File: src/rtl/alu_cmd_issuer.sv
// rtl/alu_cmd_issuer.sv - command FIFO plus issue/capture FSM in front of the 2-bit arithmetic unit
// Define ALU_CHECK_EN to build the result reference model that drives the sticky err flag.
module alu_cmd_issuer #(
  parameter int DEPTH = 4,
  parameter int CNT_W = 8
) (
  input  logic             clk,
  input  logic             rst_n,
  input  logic             cmd_valid,
  output logic             cmd_ready,
  input  logic [6:0]       cmd_data,
  output logic [1:0]       alu_a,
  output logic [1:0]       alu_b,
  output logic [2:0]       alu_sel,
  input  logic [2:0]       alu_out,
  output logic             res_valid,
  input  logic             res_ready,
  output logic [5:0]       res_data,
  output logic             busy,
  output logic [CNT_W-1:0] res_count,
  output logic             err
);
  localparam int PW = $clog2(DEPTH);
  localparam int OW = $clog2(DEPTH + 1);

  typedef enum logic [1:0] {IDLE, ISSUE, HOLD} state_e;

  state_e           state_q, state_d;
  logic [6:0]       mem_q [DEPTH];
  logic [PW-1:0]    wr_ptr_q, rd_ptr_q;
  logic [OW-1:0]    occ_q;
  logic [1:0]       a_q, a_d, b_q, b_d;
  logic [2:0]       sel_q, sel_d;
  logic             rv_q, rv_d;
  logic [5:0]       rd_q, rd_d;
  logic [CNT_W-1:0] cnt_q, cnt_d;
  logic             push, pop, empty;

  // cmd_ready looks only at registered occupancy, never at the result side.
  assign empty     = (occ_q == '0);
  assign cmd_ready = (occ_q != OW'(DEPTH));
  assign push      = cmd_valid && cmd_ready;

  always_ff @(posedge clk) begin
    if (push) mem_q[wr_ptr_q] <= cmd_data;
  end

  always_ff @(posedge clk or negedge rst_n) begin
    if (!rst_n) begin
      wr_ptr_q <= '0;
      rd_ptr_q <= '0;
      occ_q    <= '0;
    end else begin
      if (push) wr_ptr_q <= wr_ptr_q + PW'(1);
      if (pop)  rd_ptr_q <= rd_ptr_q + PW'(1);
      case ({push, pop})
        2'b10:   occ_q <= occ_q + OW'(1);
        2'b01:   occ_q <= occ_q - OW'(1);
        default: occ_q <= occ_q;
      endcase
    end
  end

  always_comb begin
    state_d = state_q;
    pop     = 1'b0;
    a_d     = a_q;
    b_d     = b_q;
    sel_d   = sel_q;
    rv_d    = rv_q;
    rd_d    = rd_q;
    cnt_d   = cnt_q;
    case (state_q)
      IDLE: begin
        if (!empty) begin
          pop     = 1'b1;
          state_d = ISSUE;
        end
      end
      ISSUE: begin
        rd_d    = {sel_q, alu_out};
        rv_d    = 1'b1;
        state_d = HOLD;
      end
      HOLD: begin
        if (res_ready) begin
          rv_d  = 1'b0;
          cnt_d = cnt_q + CNT_W'(1);
          if (!empty) begin
            pop     = 1'b1;
            state_d = ISSUE;
          end else begin
            state_d = IDLE;
          end
        end
      end
      default: state_d = IDLE;
    endcase
    if (pop) {sel_d, a_d, b_d} = mem_q[rd_ptr_q];
  end

  always_ff @(posedge clk or negedge rst_n) begin
    if (!rst_n) begin
      state_q <= IDLE;
      a_q     <= '0;
      b_q     <= '0;
      sel_q   <= '0;
      rv_q    <= 1'b0;
      rd_q    <= '0;
      cnt_q   <= '0;
    end else begin
      state_q <= state_d;
      a_q     <= a_d;
      b_q     <= b_d;
      sel_q   <= sel_d;
      rv_q    <= rv_d;
      rd_q    <= rd_d;
      cnt_q   <= cnt_d;
    end
  end

  assign alu_a     = a_q;
  assign alu_b     = b_q;
  assign alu_sel   = sel_q;
  assign res_valid = rv_q;
  assign res_data  = rd_q;
  assign res_count = cnt_q;
  assign busy      = !empty || (state_q != IDLE);

`ifdef ALU_CHECK_EN
  logic [2:0] exp_out;
  logic       err_q;

  always_comb begin
    exp_out = 3'd0;
    case (sel_q)
      3'd0: exp_out = {1'b0, a_q};
      3'd1: exp_out = {1'b0, a_q} + {1'b0, b_q};
      3'd2: exp_out = {1'b0, b_q} - 3'd1;
      3'd3: exp_out = (a_q > b_q) ? {1'b0, a_q - b_q} : {1'b0, b_q - a_q};
      3'd4: exp_out = {b_q, 1'b0};
      3'd5: exp_out = {2'b00, a_q[1]};
      3'd6: exp_out = {1'b0, a_q} + 3'd1;
      3'd7: exp_out = {1'b0, b_q};
      default: exp_out = 3'd0;
    endcase
  end

  always_ff @(posedge clk or negedge rst_n) begin
    if (!rst_n)                                     err_q <= 1'b0;
    else if (state_q == ISSUE && alu_out != exp_out) err_q <= 1'b1;
  end

  assign err = err_q;
`else
  assign err = 1'b0;
`endif

endmodule

File: config.mk
export PLATFORM = sky130hd
export DESIGN_NAME = alu_cmd_issuer
export DESIGN_NICKNAME = d
export VERILOG_FILES = /design/src/rtl/alu_cmd_issuer.sv
export SDC_FILE = /design/constraint.sdc
export NUM_CORES = 1
export LEC_CHECK = 0
export CAP_MARGIN = 0
export CORE_ASPECT_RATIO = 1.25
export CORE_MARGIN = 2
export CORE_UTILIZATION = 47
export DETAILED_ROUTE_END_ITERATION = 10
export PLACE_DENSITY = 0.74
export SYNTH_ARGS = -nofsm -noshare
export SYNTH_HDL_FRONTEND = slang
export SYNTH_SLANG_ARGS = --single-unit
File: constraint.sdc
create_clock -name clk -period 1.9 [get_ports clk]
set_clock_uncertainty 0.05 [all_clocks]
set_input_delay 0.285 -clock clk [delete_from_list [all_inputs] [get_ports clk]]
set_output_delay 0.285 -clock clk [all_outputs]
set_load 0.02 [all_outputs]
==> metrics.md, run 1 <==
| Metric | Value |
|---|---|
| Area Growth Syn to Fin | 31.8% |
| Remaining antenna violation count | 0 |
| H-tree levels | 3 |
| Placement Setup Slack | -0.282 ns |
| Fmax | 500 MHz |
| Initial antenna violation count | 0 |
| Placed cells | ~260 |
| RSZ-0062 raised after global routing | yes |
| Row cnt | 29 |
| Gr usage total | 0.182 |
| Post-Syn Area per Cell | 16.5 µm² |
| Fin Setup TNS | -0.0988 ns |
| Starting density of the core | 0.484 |
| Detailed Route WL | 4.38 mm |
| Lkg Pwr | 1.28 nW |
| HPWL after DPL | a little over 3 mm |
| Clock Sinks | 59 |
| Port Buf Inserts | 37 |
| Synth cell types | 34 |
| Synth Instances | 147 |
| IO Count | 39 |
| DIE AREA | 5750 µm² |
| Worst Max-Slew Pin Slew | 0.521 ns |
| # nets final | 226 |
| Post-route setup slack | -0.0988 ns |
| Worst skew pair latency | 0.33 ns |
| Routed WL per cell | between 15 and 20 µm |
| Failing checks | negative setup slack |
| Die Wd | 68.2 µm |
| Slew headroom | 0.653 |
| Residual DRC | 0 |
| Post-layout util | 0.638 |
| Via-to-Cell Ratio | 5.10 |
| Critical Path End | occ_q[1]$_DFFE_PN0P_ |
| Global-route wire length before repair | around 7.4 mm |
| CTS tree | done |
| Final setup fails | 1 |
| Placer Congestion | roughly 0.75 |
| Ant diodes | 0 |
| Syn Nets | 168 |
| R2R Path Start | occ_q[0]$_DFFE_PN0P_ |
| WP data arrival | 2.17 ns |
| Seq/Total Area, Yosys | 0.667 |
| Mapped Area | 2420 µm² |
| DR pass1 iterations | 4 |
| Hold_buf cts | 0 |
| Total grt overflow | 0 |
| Fin crit share | 1.05 |
| FFs w/ async S/R, synth | 0.525 |
| Final min period | around 2 ns |
| Yosys reg bits | 59 |
| Clock Tree Buf Depth | 2 |
| Hold WC Path Type | in2async |
| WS Path Type | reg2reg |
| Worst R2R End | occ_q[1]$_DFFE_PN0P_ |
| EDFF count, synth | 28 |
| Final hold vios | 0 |
| Clock buffer count from CTS | 9 |
| Reg clk slew, reported paths | 0.07 ns |
| Main synth FF type | dfrtp_1 |
| MaxCap Viol Count | 0 |
| Core area | 5010 µm² |
| Tot Pwr | 5.59 mW |
| CP required | 2.07 ns |
| CP startpoint kind | register |
| CP startpoint | occ_q[0]$_DFFE_PN0P_ |
| Status | finished with violations |
| Pwr dens | 1750 nW/µm² |
| Share of layout cells above drive strength 1 | 0.310 |
| Cell Count, Final, Fillers Out | 272 |
| Routed via count | 1387 |
| CP max FO | 3 |
| Die height | 84.3 µm |
| Yosys Warn Count | 0 |
| Peak VDD IR | 0.000918 V |
| Largest net degree at the start of global routing | 32 |
| Number of global-route vias before repair | approximately 1500 |
| Starting DRT DRC Count | 61 |
| Root Driver | clkbuf_8 |
| Reg2reg setup slack | -0.1 ns |
| Slew Viols, Final | 0 |
| Worst Setup End Kind | register |
| R2R depth | 6 |
final cells by class:
cell class / count / area, µm²
clock buffers: 10 / 128
clock inverters: 6 / 88.8
fillers: 356 / 1810
inverters: 5 / 21.3
multi-input cells: 78 / 782
flip-flops and latches: 59 / 1620
well taps: 62 / 77.6
repair buffers: 52 / 479
through the flow:
step,instance area [µm²],hold WS [ns]
global placement,2960,0.411
global route,3190,0.355
finish,3190,0.300
CTS,3190,0.302
detailed placement,2960,0.406
floorplan,2440,-0.0606
critical path: stages, from the launching register on:
cell	delay (ns)
dfrtp_1	0.40
or3b_4	0.41
and2_4	0.16
inv_4	0.05
ha_4	0.12
fa_2	0.42
mux2_4	0.27
cells in the mapped netlist (2+ instances only):
cell | instances | area, µm²
and3_2 | 4 | 30.0
dfrtp_1 | 31 | 776
edfxtp_1 | 28 | 841
ha_1 | 6 | 75.1
inv_1 | 5 | 18.8
mux2_2 | 14 | 158
mux4_2 | 7 | 158
nand2_1 | 7 | 26.3
nand2b_1 | 2 | 12.5
nand3_1 | 2 | 10.0
nor2_1 | 4 | 15.0
nor3_1 | 3 | 15.0
o21ai_0 | 2 | 10.0
xnor2_1 | 7 | 61.3
xor2_1 | 6 | 52.6
power breakdown:
part	switching, mW	internal, mW	total (mW)
clock network	0.491	0.740	1.23
logic	0.997	1.26	2.26
registers	0.317	1.78	2.10
state kept, by name (all words and copies together), names as in the netlist:
name	count
alu_a	2
alu_b	2
alu_sel	3
mem_q	28
occ_q	3
rd_ptr_q	2
res_count	8
res_data	6
res_valid	1
state_q	2
wr_ptr_q	2
worst min-delay path by stage:
stage / start / end / slack, ns / cells past startpoint
6_report: rst_n / res_count[7]$_DFFE_PN0P_ / 0.30 / 2
5_1_grt: rst_n / res_count[6]$_DFFE_PN0P_ / 0.35 / 2
4_1_cts: rst_n / res_count[7]$_DFFE_PN0P_ / 0.30 / 2
2_1_floorplan: rst_n / alu_a[0]$_DFFE_PN0P_ / -0.06 / 0
3_5_place_dp: res_count[7]$_DFFE_PN0P_ / res_count[7]$_DFFE_PN0P_ / 0.41 / 1
3_3_place_gp: res_count[7]$_DFFE_PN0P_ / res_count[7]$_DFFE_PN0P_ / 0.41 / 1
routing by layer:
layer | track usage | up-vias | part of all wire
met3 | 0.0483 | 6 | 0.041
met4 | 0.0927 | 0 | 0.017
met1 | 0.209 | 696 | 0.39
met2 | 0.306 | 37 | 0.55
li1 | - | 648 | -
met5 | 0 | - | 0
placed cells by master (no fill, tap or decap), drive strengths merged, types with 2 or more instances in the layout:
cell type	count
xnor2	7
nand3	2
nor2	4
mux2	15
nand2	7
and3	4
clkdlybuf4s50	35
mux4	7
ha	6
clkbuf	10
buf	16
edfxtp	28
o21ai	2
dfrtp	31
nand2b	2
nor3	5
xor2	6
inv	6
clkinvlp	2
bufinv	2
timing repair:
action | 4_1_cts | 5_1_grt
endpoints found under the hold margin | 0 | 0
pin swaps | 1 | 7
endpoints found under the setup margin | 4 | 4
gates resized for setup | 7 | 4
setup buffers | 1 | 0
kinds of logic (layout without fill, tap and decap cells):
group | Yosys count | in the layout | synth area share
buf+inv | 10 | 73 | 0.0206
other cells | 1 | 1 | 0.00155
compound gates | 3 | 3 | 0.00619
fa+ha+maj | 7 | 7 | 0.0392
simple gates | 32 | 32 | 0.0821
flops | 59 | 59 | 0.667
mux | 22 | 22 | 0.136
xor+xnor | 13 | 13 | 0.0470
(Power assumes the default switching activity.)
==> inputs of run 2 (changes only) <==
--- a/config.mk
+++ b/config.mk
@@ -11,6 +11,8 @@
 export CORE_UTILIZATION = 47
 export DETAILED_ROUTE_END_ITERATION = 10
 export PLACE_DENSITY = 0.74
+export SETUP_SLACK_MARGIN = 0.2
+export SLEW_MARGIN = 30
 export SYNTH_ARGS = -nofsm -noshare
 export SYNTH_HDL_FRONTEND = slang
 export SYNTH_SLANG_ARGS = --single-unit
==> metrics.md, run 2 (same netlist as run 1, synthesis figures left out) <==
| Metric | Value |
|---|---|
| Worst R2R End | occ_q[1]$_DFFE_PN0P_ |
| Max reg flops | 28 |
| Row cnt | 29 |
| Root Driver | clkbuf_8 |
| Commonest non-fill, non-tap cell in the layout | dfrtp_1 |
| Starting density of the core | 0.484 |
| Detailed Route WL | 4.42 mm |
| Routed WL per cell | 16.1 µm |
| Final hold vios | 0 |
| Uppermost layer routed | met4 |
| Die Wd | 68.2 µm |
| Clock buffer count from CTS | 9 |
| MaxCap Viol Count | 0 |
| WP data arrival | 2.17 ns |
| Die height | 84.3 µm |
| DRT met1 WL | about 1.7 mm |
| Fmax | 501 MHz |
| Tot Pwr | between 5 and 6 mW |
| Residual DRC | 0 |
| CP required | 2.07 ns |
| CP startpoint | occ_q[0]$_DFFE_PN0P_ |
| Gr usage total | 0.183 |
| R2R Path Start | occ_q[0]$_DFFE_PN0P_ |
| Largest net degree at the start of global routing | 32 |
| Port Buf Inserts | 37 |
| Final setup fails | 2 |
| Worst Setup End Kind | register |
| Fin Setup TNS | -0.156 ns |
| Starting DRT DRC Count | 51 |
| Placer Congestion | between 0.7 and 0.8 |
| Global-route wire length before repair | 7.42 mm |
| Routed via count | about 1400 |
| CTS tree | done |
| CP startpoint kind | register |
| Critical Path End | occ_q[1]$_DFFE_PN0P_ |
| Pwr dens | 1730 nW/µm² |
| DR pass1 iterations | 4 |
| Area Growth Syn to Fin | 34.1% |
| Share of layout cells above drive strength 1 | 0.329 |
| Post-route setup slack | -0.0979 ns |
| RSZ-0062 raised after global routing | yes |
| CP max FO | 3 |
| Lkg Pwr | 1.39 nW |
| FILL cells | about 350 |
| Routed wl met3 | 202 µm |
| Biggest register | mem_q |
| Worst skew pair latency | 0.33 ns |
| Total grt overflow | 0 |
| Failing checks | negative setup slack |
| Core area | approximately 5000 µm² |
| Clock Tree Buf Depth | 2 |
| Initial antenna violation count | 0 |
| Clock Sinks | 59 |
| HPWL after DPL | about 3.1 mm |
| Met2 routed WL | 2.40 mm |
| R2R depth | 6 |
| WS Path Type | reg2reg |
| Slew Viols, Final | 0 |
| Via-to-Cell Ratio | 5.07 |
| DIE AREA | 5750 µm² |
| Remaining antenna violation count | 0 |
| Reg2reg setup slack | -0.1 ns |
| Ant diodes | 0 |
| Fin crit share | 1.05 |
| # nets final | 229 |
| Reg clk slew, reported paths | 0.07 ns |
| Peak VDD IR | 0.000918 V |
| Post-layout util | 0.649 |
| H-tree levels | 3 |
| Final min period | 2.00 ns |
| Most frequent cells in the layout | 30 x dfrtp_1, 28 x edfxtp_1, 24 x clkdlybuf4s50_1, 15 x buf_4, 13 x mux2_2 |
| Hold WC Path Type | in2async |
| IO Count | 39 |
| Number of global-route vias before repair | 1531 |
| Status | finished with violations |
[run 2: changes by cell type in the layout (fill, tap and decap cells not counted), sizes merged]
cell / previous run / this run
clkdlybuf4s50: 35 / 24
clkdlybuf4s15: 1 / 0
dlymetal6s2s: 0 / 6
buf: 16 / 20
dlygate4sd2: 0 / 5
[run 2: what timing repair did]
action / CTS / global route
cloned: 0 / 0
resized for setup: 17 / 15
setup buffers: 2 / 2
pin swaps: 1 / 7
setup endpoints to repair: 14 / 11
hold buffers: 0 / 0
[run 2: layout make-up]
class,instances,area (µm²),share of cell area
Clock buffer,10,128,0.0393
Clock inverter,6,88.8,0.0273
Inverter,5,21.3,0.00655
Multi-Input combinational cell,78,788,0.243
Sequential cell,59,1620,0.498
Tap cell,62,77.6,0.0239
Timing Repair Buffer,55,528,0.162
[run 2: routing by layer]
metal | global-route usage | vias to the layer above
met5 | 0 | -
met3 | 0.0483 | 8
met4 | 0.0927 | 0
li1 | - | 653
met2 | 0.307 | 37
met1 | 0.209 | 695
[run 2: worst min path at each step]
stage | slack, ns | end | depth (start not counted)
floorplan | -0.06 | alu_a[0]$_DFFE_PN0P_ | 0
global placement | 0.41 | res_count[7]$_DFFE_PN0P_ | 1
detailed placement | 0.41 | res_count[7]$_DFFE_PN0P_ | 1
CTS | 0.30 | res_count[7]$_DFFE_PN0P_ | 2
global route | 0.35 | res_count[6]$_DFFE_PN0P_ | 2
finish | 0.30 | res_count[7]$_DFFE_PN0P_ | 2
[run 2: worst max-delay path, stage by stage, from the launching register on]
cell and delay, ns:
dfrtp_1 0.40, or3b_4 0.41, and2_4 0.16, inv_4 0.05, ha_4 0.12, fa_2 0.42, mux2_4 0.27
[run 2: through the flow]
step	worst slack (ns)	cells	hold WS (ns)	area, µm²
5_1_grt	-0.150	275	0.353	3250
6_report	-0.0979	275	0.300	3250
3_3_place_gp	-0.191	255	0.411	2960
3_5_place_dp	-0.282	255	0.406	2960
4_1_cts	-0.0989	273	0.302	3200
2_1_floorplan	-0.155	147	-0.0606	2440
[run 2: report_power, final]
group | total [mW] | switching (mW) | internal (mW) | leakage (nW)
Combinational | 2.30 | 1.02 | 1.28 | 0.662
Sequential | 2.10 | 0.313 | 1.79 | 0.625
Clock | 1.23 | 0.494 | 0.740 | 0.103
